<file path="src/rtl/turf_hold_scheduler_if.sv">
// ---------------------------------------------------------------------------
// turf_hold_scheduler_if
//   Bundles the trigger/clear request inputs and the HOLD/status outputs of
//   turf_hold_scheduler. Clock and reset are not part of the bundle.
//
//   master : drives the requests, observes HOLD/status (register side / bench)
//   slave  : the scheduler itself
//
//   Signals (direction as seen by the scheduler):
//     trig_i      in   trigger request, one-cycle pulse
//     clr_evt_i   in   release oldest held buffer, one-cycle pulse
//     clr_all_i   in   synchronous master clear
//     disable_i   in   level, rejects triggers without counting them
//     pps_i       in   PPS pulse, synchronous to clk33
//     hold_o      out  HOLD mask, bit n = buffer n held
//     trig_ack_o  out  one-cycle pulse per accepted trigger
//     trig_buf_o  out  buffer index of the accepted trigger
//     full_o      out  all four buffers held
//     status_o    out  {dropped[15:0], 8'h00, 1'b0, count[2:0], hold[3:0]}
//     dead_o      out  dead-time cycles latched at the last PPS
// ---------------------------------------------------------------------------
interface turf_hold_scheduler_if;
    logic        trig_i;
    logic        clr_evt_i;
    logic        clr_all_i;
    logic        disable_i;
    logic        pps_i;
    logic [3:0]  hold_o;
    logic        trig_ack_o;
    logic [1:0]  trig_buf_o;
    logic        full_o;
    logic [31:0] status_o;
    logic [31:0] dead_o;

    modport master (
        output trig_i, clr_evt_i, clr_all_i, disable_i, pps_i,
        input  hold_o, trig_ack_o, trig_buf_o, full_o, status_o, dead_o
    );

    modport slave (
        input  trig_i, clr_evt_i, clr_all_i, disable_i, pps_i,
        output hold_o, trig_ack_o, trig_buf_o, full_o, status_o, dead_o
    );
endinterface

</file>
<file path="src/rtl/turf_hold_scheduler.sv">
// ---------------------------------------------------------------------------
// turf_hold_scheduler
//   Allocates and releases the four per-SURF HOLD buffers on the 33 MHz side
//   of the TURF. Accepted triggers claim buffers in round-robin order; each
//   event clear releases the oldest held buffer. After every accepted trigger
//   a holdoff window of HOLDOFF cycles ignores further triggers. Triggers
//   arriving while all buffers are held are counted (saturating) as dropped.
//
//   Parameters
//     HOLDOFF  holdoff length in clk33 cycles after an accepted trigger, 1..255
//
//   Ports
//     clk33_i  33 MHz system clock (only clock)
//     rst_n_i  asynchronous active-low reset
//     bus      turf_hold_scheduler_if.slave: trigger/clear requests in,
//              HOLD mask, trigger ack/index, full flag, status and dead-time
//              words out
//
//   Build option
//     HOLD_SCHED_DEADTIME_EN : when defined, counts clk33 cycles spent full
//     (saturating at 32'hFFFFFFFF) and latches the count into dead_o on each
//     PPS pulse. When undefined dead_o is constant zero.
// ---------------------------------------------------------------------------
module turf_hold_scheduler #(
    parameter int unsigned HOLDOFF = 8
) (
    input  logic                  clk33_i,
    input  logic                  rst_n_i,
    turf_hold_scheduler_if.slave  bus
);

    typedef enum logic {
        ST_IDLE,
        ST_HOLDOFF
    } state_t;

    localparam logic [7:0] HOFF_LOAD  = 8'(HOLDOFF - 1);
    localparam logic [2:0] COUNT_FULL = 3'd4;

    state_t      state_q,   state_d;
    logic [7:0]  hoff_q,    hoff_d;
    logic [1:0]  wr_ptr_q,  wr_ptr_d;
    logic [1:0]  rd_ptr_q,  rd_ptr_d;
    logic [2:0]  count_q,   count_d;
    logic [15:0] dropped_q, dropped_d;
    logic [3:0]  hold_q,    hold_d;
    logic        ack_q,     ack_d;
    logic [1:0]  buf_q,     buf_d;
    logic        full_q,    full_d;

    logic        trig_ok;
    logic        accept;
    logic        reject_full;
    logic        release_ev;

    // -----------------------------------------------------------------------
    // Request qualification, all on registered state
    // -----------------------------------------------------------------------
    always_comb begin
        trig_ok     = bus.trig_i && !bus.disable_i && (state_q == ST_IDLE);
        accept      = trig_ok && (count_q != COUNT_FULL);
        reject_full = trig_ok && (count_q == COUNT_FULL);
        release_ev  = bus.clr_evt_i && (count_q != 3'd0);
    end

    // -----------------------------------------------------------------------
    // Holdoff FSM
    // -----------------------------------------------------------------------
    always_ff @(posedge clk33_i or negedge rst_n_i) begin
        if (!rst_n_i) begin
            state_q <= ST_IDLE;
            hoff_q  <= '0;
        end else begin
            state_q <= state_d;
            hoff_q  <= hoff_d;
        end
    end

    always_comb begin
        state_d = state_q;
        hoff_d  = hoff_q;
        unique case (state_q)
            ST_IDLE: begin
                if (accept) begin
                    state_d = ST_HOLDOFF;
                    hoff_d  = HOFF_LOAD;
                end
            end
            ST_HOLDOFF: begin
                // Leaves on the cycle the counter reads zero, so accepted
                // triggers are at least HOLDOFF+1 cycles apart.
                if (hoff_q == 8'd0) begin
                    state_d = ST_IDLE;
                end else begin
                    hoff_d = hoff_q - 8'd1;
                end
            end
            default: begin
                state_d = ST_IDLE;
                hoff_d  = '0;
            end
        endcase
        if (bus.clr_all_i) begin
            state_d = ST_IDLE;
            hoff_d  = '0;
        end
    end

    // -----------------------------------------------------------------------
    // Buffer ring, hold mask, drop counter, output registers
    // -----------------------------------------------------------------------
    always_ff @(posedge clk33_i or negedge rst_n_i) begin
        if (!rst_n_i) begin
            wr_ptr_q  <= '0;
            rd_ptr_q  <= '0;
            count_q   <= '0;
            dropped_q <= '0;
            hold_q    <= '0;
            ack_q     <= 1'b0;
            buf_q     <= '0;
            full_q    <= 1'b0;
        end else begin
            wr_ptr_q  <= wr_ptr_d;
            rd_ptr_q  <= rd_ptr_d;
            count_q   <= count_d;
            dropped_q <= dropped_d;
            hold_q    <= hold_d;
            ack_q     <= ack_d;
            buf_q     <= buf_d;
            full_q    <= full_d;
        end
    end

    always_comb begin
        wr_ptr_d  = wr_ptr_q;
        rd_ptr_d  = rd_ptr_q;
        count_d   = count_q;
        dropped_d = dropped_q;
        hold_d    = hold_q;
        ack_d     = 1'b0;
        buf_d     = '0;

        // Release first: when a trigger and a clear coincide while not full,
        // wr_ptr differs from rd_ptr, so the set below never touches the
        // buffer being released. When full the trigger is rejected anyway.
        if (release_ev) begin
            hold_d[rd_ptr_q] = 1'b0;
            rd_ptr_d         = rd_ptr_q + 2'd1;
        end

        if (accept) begin
            hold_d[wr_ptr_q] = 1'b1;
            wr_ptr_d         = wr_ptr_q + 2'd1;
            ack_d            = 1'b1;
            buf_d            = wr_ptr_q;
        end

        unique case ({accept, release_ev})
            2'b10:   count_d = count_q + 3'd1;
            2'b01:   count_d = count_q - 3'd1;
            default: count_d = count_q;
        endcase

        if (reject_full && (dropped_q != '1)) begin
            dropped_d = dropped_q + 16'd1;
        end

        if (bus.clr_all_i) begin
            wr_ptr_d  = '0;
            rd_ptr_d  = '0;
            count_d   = '0;
            dropped_d = '0;
            hold_d    = '0;
            ack_d     = 1'b0;
            buf_d     = '0;
        end

        full_d = (count_d == COUNT_FULL);
    end

    assign bus.hold_o     = hold_q;
    assign bus.trig_ack_o = ack_q;
    assign bus.trig_buf_o = buf_q;
    assign bus.full_o     = full_q;
    assign bus.status_o   = {dropped_q, 8'h00, 1'b0, count_q, hold_q};

    // -----------------------------------------------------------------------
    // Optional dead-time measurement
    // -----------------------------------------------------------------------
`ifdef HOLD_SCHED_DEADTIME_EN
    logic [31:0] dead_cnt_q, dead_cnt_d;
    logic [31:0] dead_q,     dead_d;
    logic [31:0] dead_inc;

    always_ff @(posedge clk33_i or negedge rst_n_i) begin
        if (!rst_n_i) begin
            dead_cnt_q <= '0;
            dead_q     <= '0;
        end else begin
            dead_cnt_q <= dead_cnt_d;
            dead_q     <= dead_d;
        end
    end

    always_comb begin
        // The PPS cycle's own full cycle is included in the latched value.
        dead_inc   = (full_q && (dead_cnt_q != '1)) ? dead_cnt_q + 32'd1 : dead_cnt_q;
        dead_cnt_d = dead_inc;
        dead_d     = dead_q;
        if (bus.pps_i) begin
            dead_d     = dead_inc;
            dead_cnt_d = '0;
        end
        if (bus.clr_all_i) begin
            dead_cnt_d = '0;
            dead_d     = '0;
        end
    end

    assign bus.dead_o = dead_q;
`else
    logic unused_pps;
    assign unused_pps = bus.pps_i;
    assign bus.dead_o = '0;
`endif

endmodule

</file>
<file path="src/flat_wrapper.sv">
// flat-port wrapper written by rule: the top's interface ports become plain ports
module turf_hold_scheduler_flat 
#(
    parameter int unsigned HOLDOFF = 8
)
  (clk33_i, rst_n_i, bus_trig_i, bus_clr_evt_i, bus_clr_all_i, bus_disable_i, bus_pps_i, bus_hold_o, bus_trig_ack_o, bus_trig_buf_o, bus_full_o, bus_status_o, bus_dead_o);
  turf_hold_scheduler_if bus_i ();
  input  logic clk33_i;
  input  logic rst_n_i;
  input wire logic [$bits(bus_i.trig_i)-1:0] bus_trig_i;
  input wire logic [$bits(bus_i.clr_evt_i)-1:0] bus_clr_evt_i;
  input wire logic [$bits(bus_i.clr_all_i)-1:0] bus_clr_all_i;
  input wire logic [$bits(bus_i.disable_i)-1:0] bus_disable_i;
  input wire logic [$bits(bus_i.pps_i)-1:0] bus_pps_i;
  output wire logic [$bits(bus_i.hold_o)-1:0] bus_hold_o;
  output wire logic [$bits(bus_i.trig_ack_o)-1:0] bus_trig_ack_o;
  output wire logic [$bits(bus_i.trig_buf_o)-1:0] bus_trig_buf_o;
  output wire logic [$bits(bus_i.full_o)-1:0] bus_full_o;
  output wire logic [$bits(bus_i.status_o)-1:0] bus_status_o;
  output wire logic [$bits(bus_i.dead_o)-1:0] bus_dead_o;
  assign bus_i.trig_i = bus_trig_i;
  assign bus_i.clr_evt_i = bus_clr_evt_i;
  assign bus_i.clr_all_i = bus_clr_all_i;
  assign bus_i.disable_i = bus_disable_i;
  assign bus_i.pps_i = bus_pps_i;
  assign bus_hold_o = bus_i.hold_o;
  assign bus_trig_ack_o = bus_i.trig_ack_o;
  assign bus_trig_buf_o = bus_i.trig_buf_o;
  assign bus_full_o = bus_i.full_o;
  assign bus_status_o = bus_i.status_o;
  assign bus_dead_o = bus_i.dead_o;
  turf_hold_scheduler #(.HOLDOFF(HOLDOFF)) u_core (.clk33_i(clk33_i), .rst_n_i(rst_n_i), .bus(bus_i));
endmodule
</file>
<file path="config.mk">
export PLATFORM = sky130hd
export DESIGN_NAME = turf_hold_scheduler_flat
export DESIGN_NICKNAME = d
export VERILOG_FILES = /design/src/rtl/turf_hold_scheduler_if.sv /design/src/rtl/turf_hold_scheduler.sv /design/src/flat_wrapper.sv
export SDC_FILE = /design/constraint.sdc
export NUM_CORES = 1
export LEC_CHECK = 0
export ABC_AREA = 1
export CAP_MARGIN = 5
export CORE_MARGIN = 4
export CORE_UTILIZATION = 48
export CTS_CLUSTER_DIAMETER = 60
export DETAILED_ROUTE_END_ITERATION = 7
export PLACE_DENSITY = 0.79
export SYNTH_ARGS = -nofsm -noshare
export SYNTH_HDL_FRONTEND = slang
export SYNTH_SLANG_ARGS = --single-unit
</file>
<file path="constraint.sdc">
create_clock -name clk33_i -period 2.5 [get_ports clk33_i]
set_input_delay 0.375 -clock clk33_i [delete_from_list [all_inputs] [get_ports clk33_i]]
set_output_delay 0.375 -clock clk33_i [all_outputs]
set_load 0.02 [all_outputs]
</file>
==> flow_summary.ini, run 1 <==
[grt]
grt-ovfl-total = 0
grt_pass1_wl_um = 8890
antenna_found_initial = 0
grt_max_degree = 41
grt_usage_pct = 15.4
grt_pass1_vias = 1951

[logic_synthesis]
synth_area_leader_cell = dfrtp_1
syn_area_mm2 = 0.00269
synthTopCellsByArea = dfrtp_1 (37%), nand2_1 (14%), buf_4 (13%)
synthCells = 353
ys_seq_elements = 40
ys_types = 29
ys_warn_count = 0
seq_area_frac_synth_pct = 37.2
avgSynthCellArea_um2 = 7.62
synth_top_cell_area_share_pct = 37.2

[placed_design]
place_area_mm2 = 0.00294
dp_hpwl_um = 3820
dp.cells = 454
place.gp.congestion = 0.851
io_buffers = 36

[pwr]
p_total_w = 0.00188
worst_ir_drop_vdd_uv = 388
power.density_mw_per_mm2 = 616
p_leak_nw = 1.58
sequentialPowerShare_pct = 40.6
p_clk_share_pct = 29.4
sw_frac_of_total_pct = 34.5
combPwrFrac_pct = 30.0
power_switching_w = 0.000650
internal_power_w = 0.00123

[layout]
area_growth_pct = 13.6
final_area_mm2 = 0.00306
antennaDiodeCount = 0
final_common_cell = nand2_1
drive_gt1_share_pct = 6.15
mostFrequentLayoutCells = nand2_1 (103), conb_1 (41), dfrtp_1 (40)
instances_no_fill = 462
nNetsFinal = 409

[sta]
maxSlewHeadroom_pct = 42.7
drv_slew = 0
fmax_mhz = 457
setup_tns_ns = 0
finalHoldViolations = 0
period_share_pct = 87.5
setup_viol = 0
min_period_ns = 2.19
skew_ns = 0.00779
worstMarginPinSlew_ns = 0.860
rsz0062_at_grt = no

[worst_setup_path]
cp_slowest_cell = dfrtp_1
start_kind = register
worstPathCellList = inv_1, nand3_1, nand2_1, inv_1, ha_1, fa_1, a21o_1, o21ai_0, nand3_1, nor3_1
cp.arrival_ns = 2.40
cp_max_fo = 5
critPathKind = reg -> reg
cp-end-kind = register
max_stage_delay_ns = 0.42
critPathRequiredTime_ns = 2.71

[cts]
clk_pin_slew_ns = 0.08
cts.htree.levels = 2
post_cts_buffers = 0
numCtsBuffers = 5
post_cts_resized = 0
cts_hold_buf = 0
clkSinkCount = 40
cts_root_buf = clkbuf_8
cts_buffer_depth = 2
clk_latency_ns = 0.29
cts_tree = built

[floorplanning]
dieArea_mm2 = 0.00687
initial_core_util_pct = 49.2
core.rowCount = 27
fp.dieH_um = 82.9
design.core.area_mm2 = 0.00547
ioPinCount = 79
die_w_um = 82.9

[detailed_routing]
dr.pass1.iters = 4
wl_per_cell_um = 10.9
postRouteAntennaNets = 0
viasPerCell = 4.61
first_iter_violations = 149
wl_um = 5030
drc = 0
vias = 2130

[outcome]
outcome = completed

[min_path]
hold_path.class = in -> async

[run]
maxCapViolCount = 0
==> synth_stat cells <==
master	n
xor2_1	9
nand3b_1	1
conb_1	1
a21oi_1	6
nand2_2	1
a21o_1	1
o21bai_1	2
or2_2	3
clkbuf_1	2
buf_2	1
dfrtp_1	40
nor2_8	1
nand2_1	103
nor2_4	3
clkinv_1	1
buf_4	45
buf_6	2
nor2_2	2
nand4_1	17
o21ai_0	9
nor3_1	1
inv_2	2
ha_1	12
a211oi_1	1
o21ai_1	4
fa_1	1
nor2_1	30
inv_1	33
nand3_1	19
==> sequential cells by signal, summed over array words and instances (netlist names) <==
register	cells
u_core.rd_ptr_q	2
u_core.hoff_q	8
u_core.state_q	1
u_core.bus.hold_o	4
u_core.dropped_q	16
u_core.bus.trig_buf_o	2
u_core.count_q	3
u_core.bus.trig_ack_o	1
u_core.bus.full_o	1
u_core.wr_ptr_q	2
==> final cells by class <==
class,instances,area (um^2)
clock buffers,6,82.6
multi-input cells,267,1330
clock inverters,2,38.8
flip-flops and latches,40,1000
repair buffers,39,378
well taps,72,90.1
fillers,494,2410
inverters,36,135
==> kinds of logic (layout without fill, tap and decap cells) <==
family | count (synthesis) | count (layout) | synth area share [%]
adder cells (fa/ha/maj) | 13 | 13 | 6.32
other | 1 | 41 | 0.139
flip-flops | 40 | 40 | 37.2
AO/OA/AOI/OAI | 23 | 23 | 4.65
AND/OR/NAND/NOR | 181 | 181 | 29.9
XOR/XNOR | 9 | 9 | 2.93
buffers and inverters | 86 | 83 | 18.9
==> metrics by stage <==
| step | utilization [%] | hold slack (ns) | setup slack, ns |
|---|---|---|---|
| 2_1_floorplan | - | 0.0794 | 0.384 |
| 3_3_place_gp | 53.7 | 0.456 | 0.126 |
| 3_5_place_dp | 53.7 | 0.485 | 0.0491 |
| 4_1_cts | 55.9 | 0.226 | 0.303 |
| 5_1_grt | 55.9 | 0.264 | 0.0876 |
| 6_report | 55.9 | 0.180 | 0.313 |
==> power groups by stage <==
stage	combinational [W]	sequential, W	clock (W)
2_1_floorplan	0.000422	0.000806	0
3_3_place_gp	0.000547	0.000774	0
3_5_place_dp	0.000564	0.000777	0
4_1_cts	0.000567	0.000765	0.000573
5_1_grt	0.000642	0.000774	0.000605
6_report	0.000564	0.000765	0.000554
==> per-layer routing <==
metal	track usage, %	routed length (um)
met2	26.1	2530
met5	0	0
met1	19.6	2220
met3	2.98	246
met4	5.35	39
==> worst paths after layout <==
check | endpoint | slack, ns | cells after the start | startpoint
setup reg to reg | u_core.bus.full_o$_DFF_PN0_ | 0.31 | 10 | u_core.count_q[0]$_DFF_PN0_
hold / removal | u_core.bus.hold_o[2]$_DFF_PN0_ | 0.18 | 1 | rst_n_i
setup / recovery | u_core.bus.full_o$_DFF_PN0_ | 0.31 | 10 | u_core.count_q[0]$_DFF_PN0_
hold reg to reg | u_core.hoff_q[6]$_DFFE_PN0P_ | 0.50 | 2 | u_core.hoff_q[6]$_DFFE_PN0P_
max in group asynchronous | u_core.hoff_q[7]$_DFFE_PN0P_ | 1.77 | 1 | rst_n_i
min in group clk33_i | u_core.hoff_q[6]$_DFFE_PN0P_ | 0.50 | 2 | u_core.hoff_q[6]$_DFFE_PN0P_
==> critical path: cells and delay by family, from the launching register on <==
kind                     cells  cell delay (ns)
flip-flops                   1             0.42
buffers and inverters        2             0.24
AO/OA/AOI/OAI                2             0.33
adder cells (fa/ha/maj)      2             0.65
AND/OR/NAND/NOR              4             0.48
Note: power is estimated with default switching activity, not from simulation.
==> inputs of run 2 (changes only) <==
--- a/config.mk
+++ b/config.mk
@@ -10,6 +10,7 @@
 export CORE_MARGIN = 4
 export CORE_UTILIZATION = 48
 export CTS_CLUSTER_DIAMETER = 60
+export CTS_CLUSTER_SIZE = 8
 export DETAILED_ROUTE_END_ITERATION = 7
 export PLACE_DENSITY = 0.79
 export SYNTH_ARGS = -nofsm -noshare
==> results of run 2 <==
No change in the layout: final DEF, timing and power equal those of run 1.
==> inputs of run 3 (changes only) <==
--- a/config.mk
+++ b/config.mk
@@ -13,6 +13,7 @@
 export CTS_CLUSTER_SIZE = 8
 export DETAILED_ROUTE_END_ITERATION = 7
 export PLACE_DENSITY = 0.79
+export SLEW_MARGIN = 20
 export SYNTH_ARGS = -nofsm -noshare
 export SYNTH_HDL_FRONTEND = slang
 export SYNTH_SLANG_ARGS = --single-unit
==> results of run 3 <==
No change in the layout: final DEF, timing and power equal those of run 1.
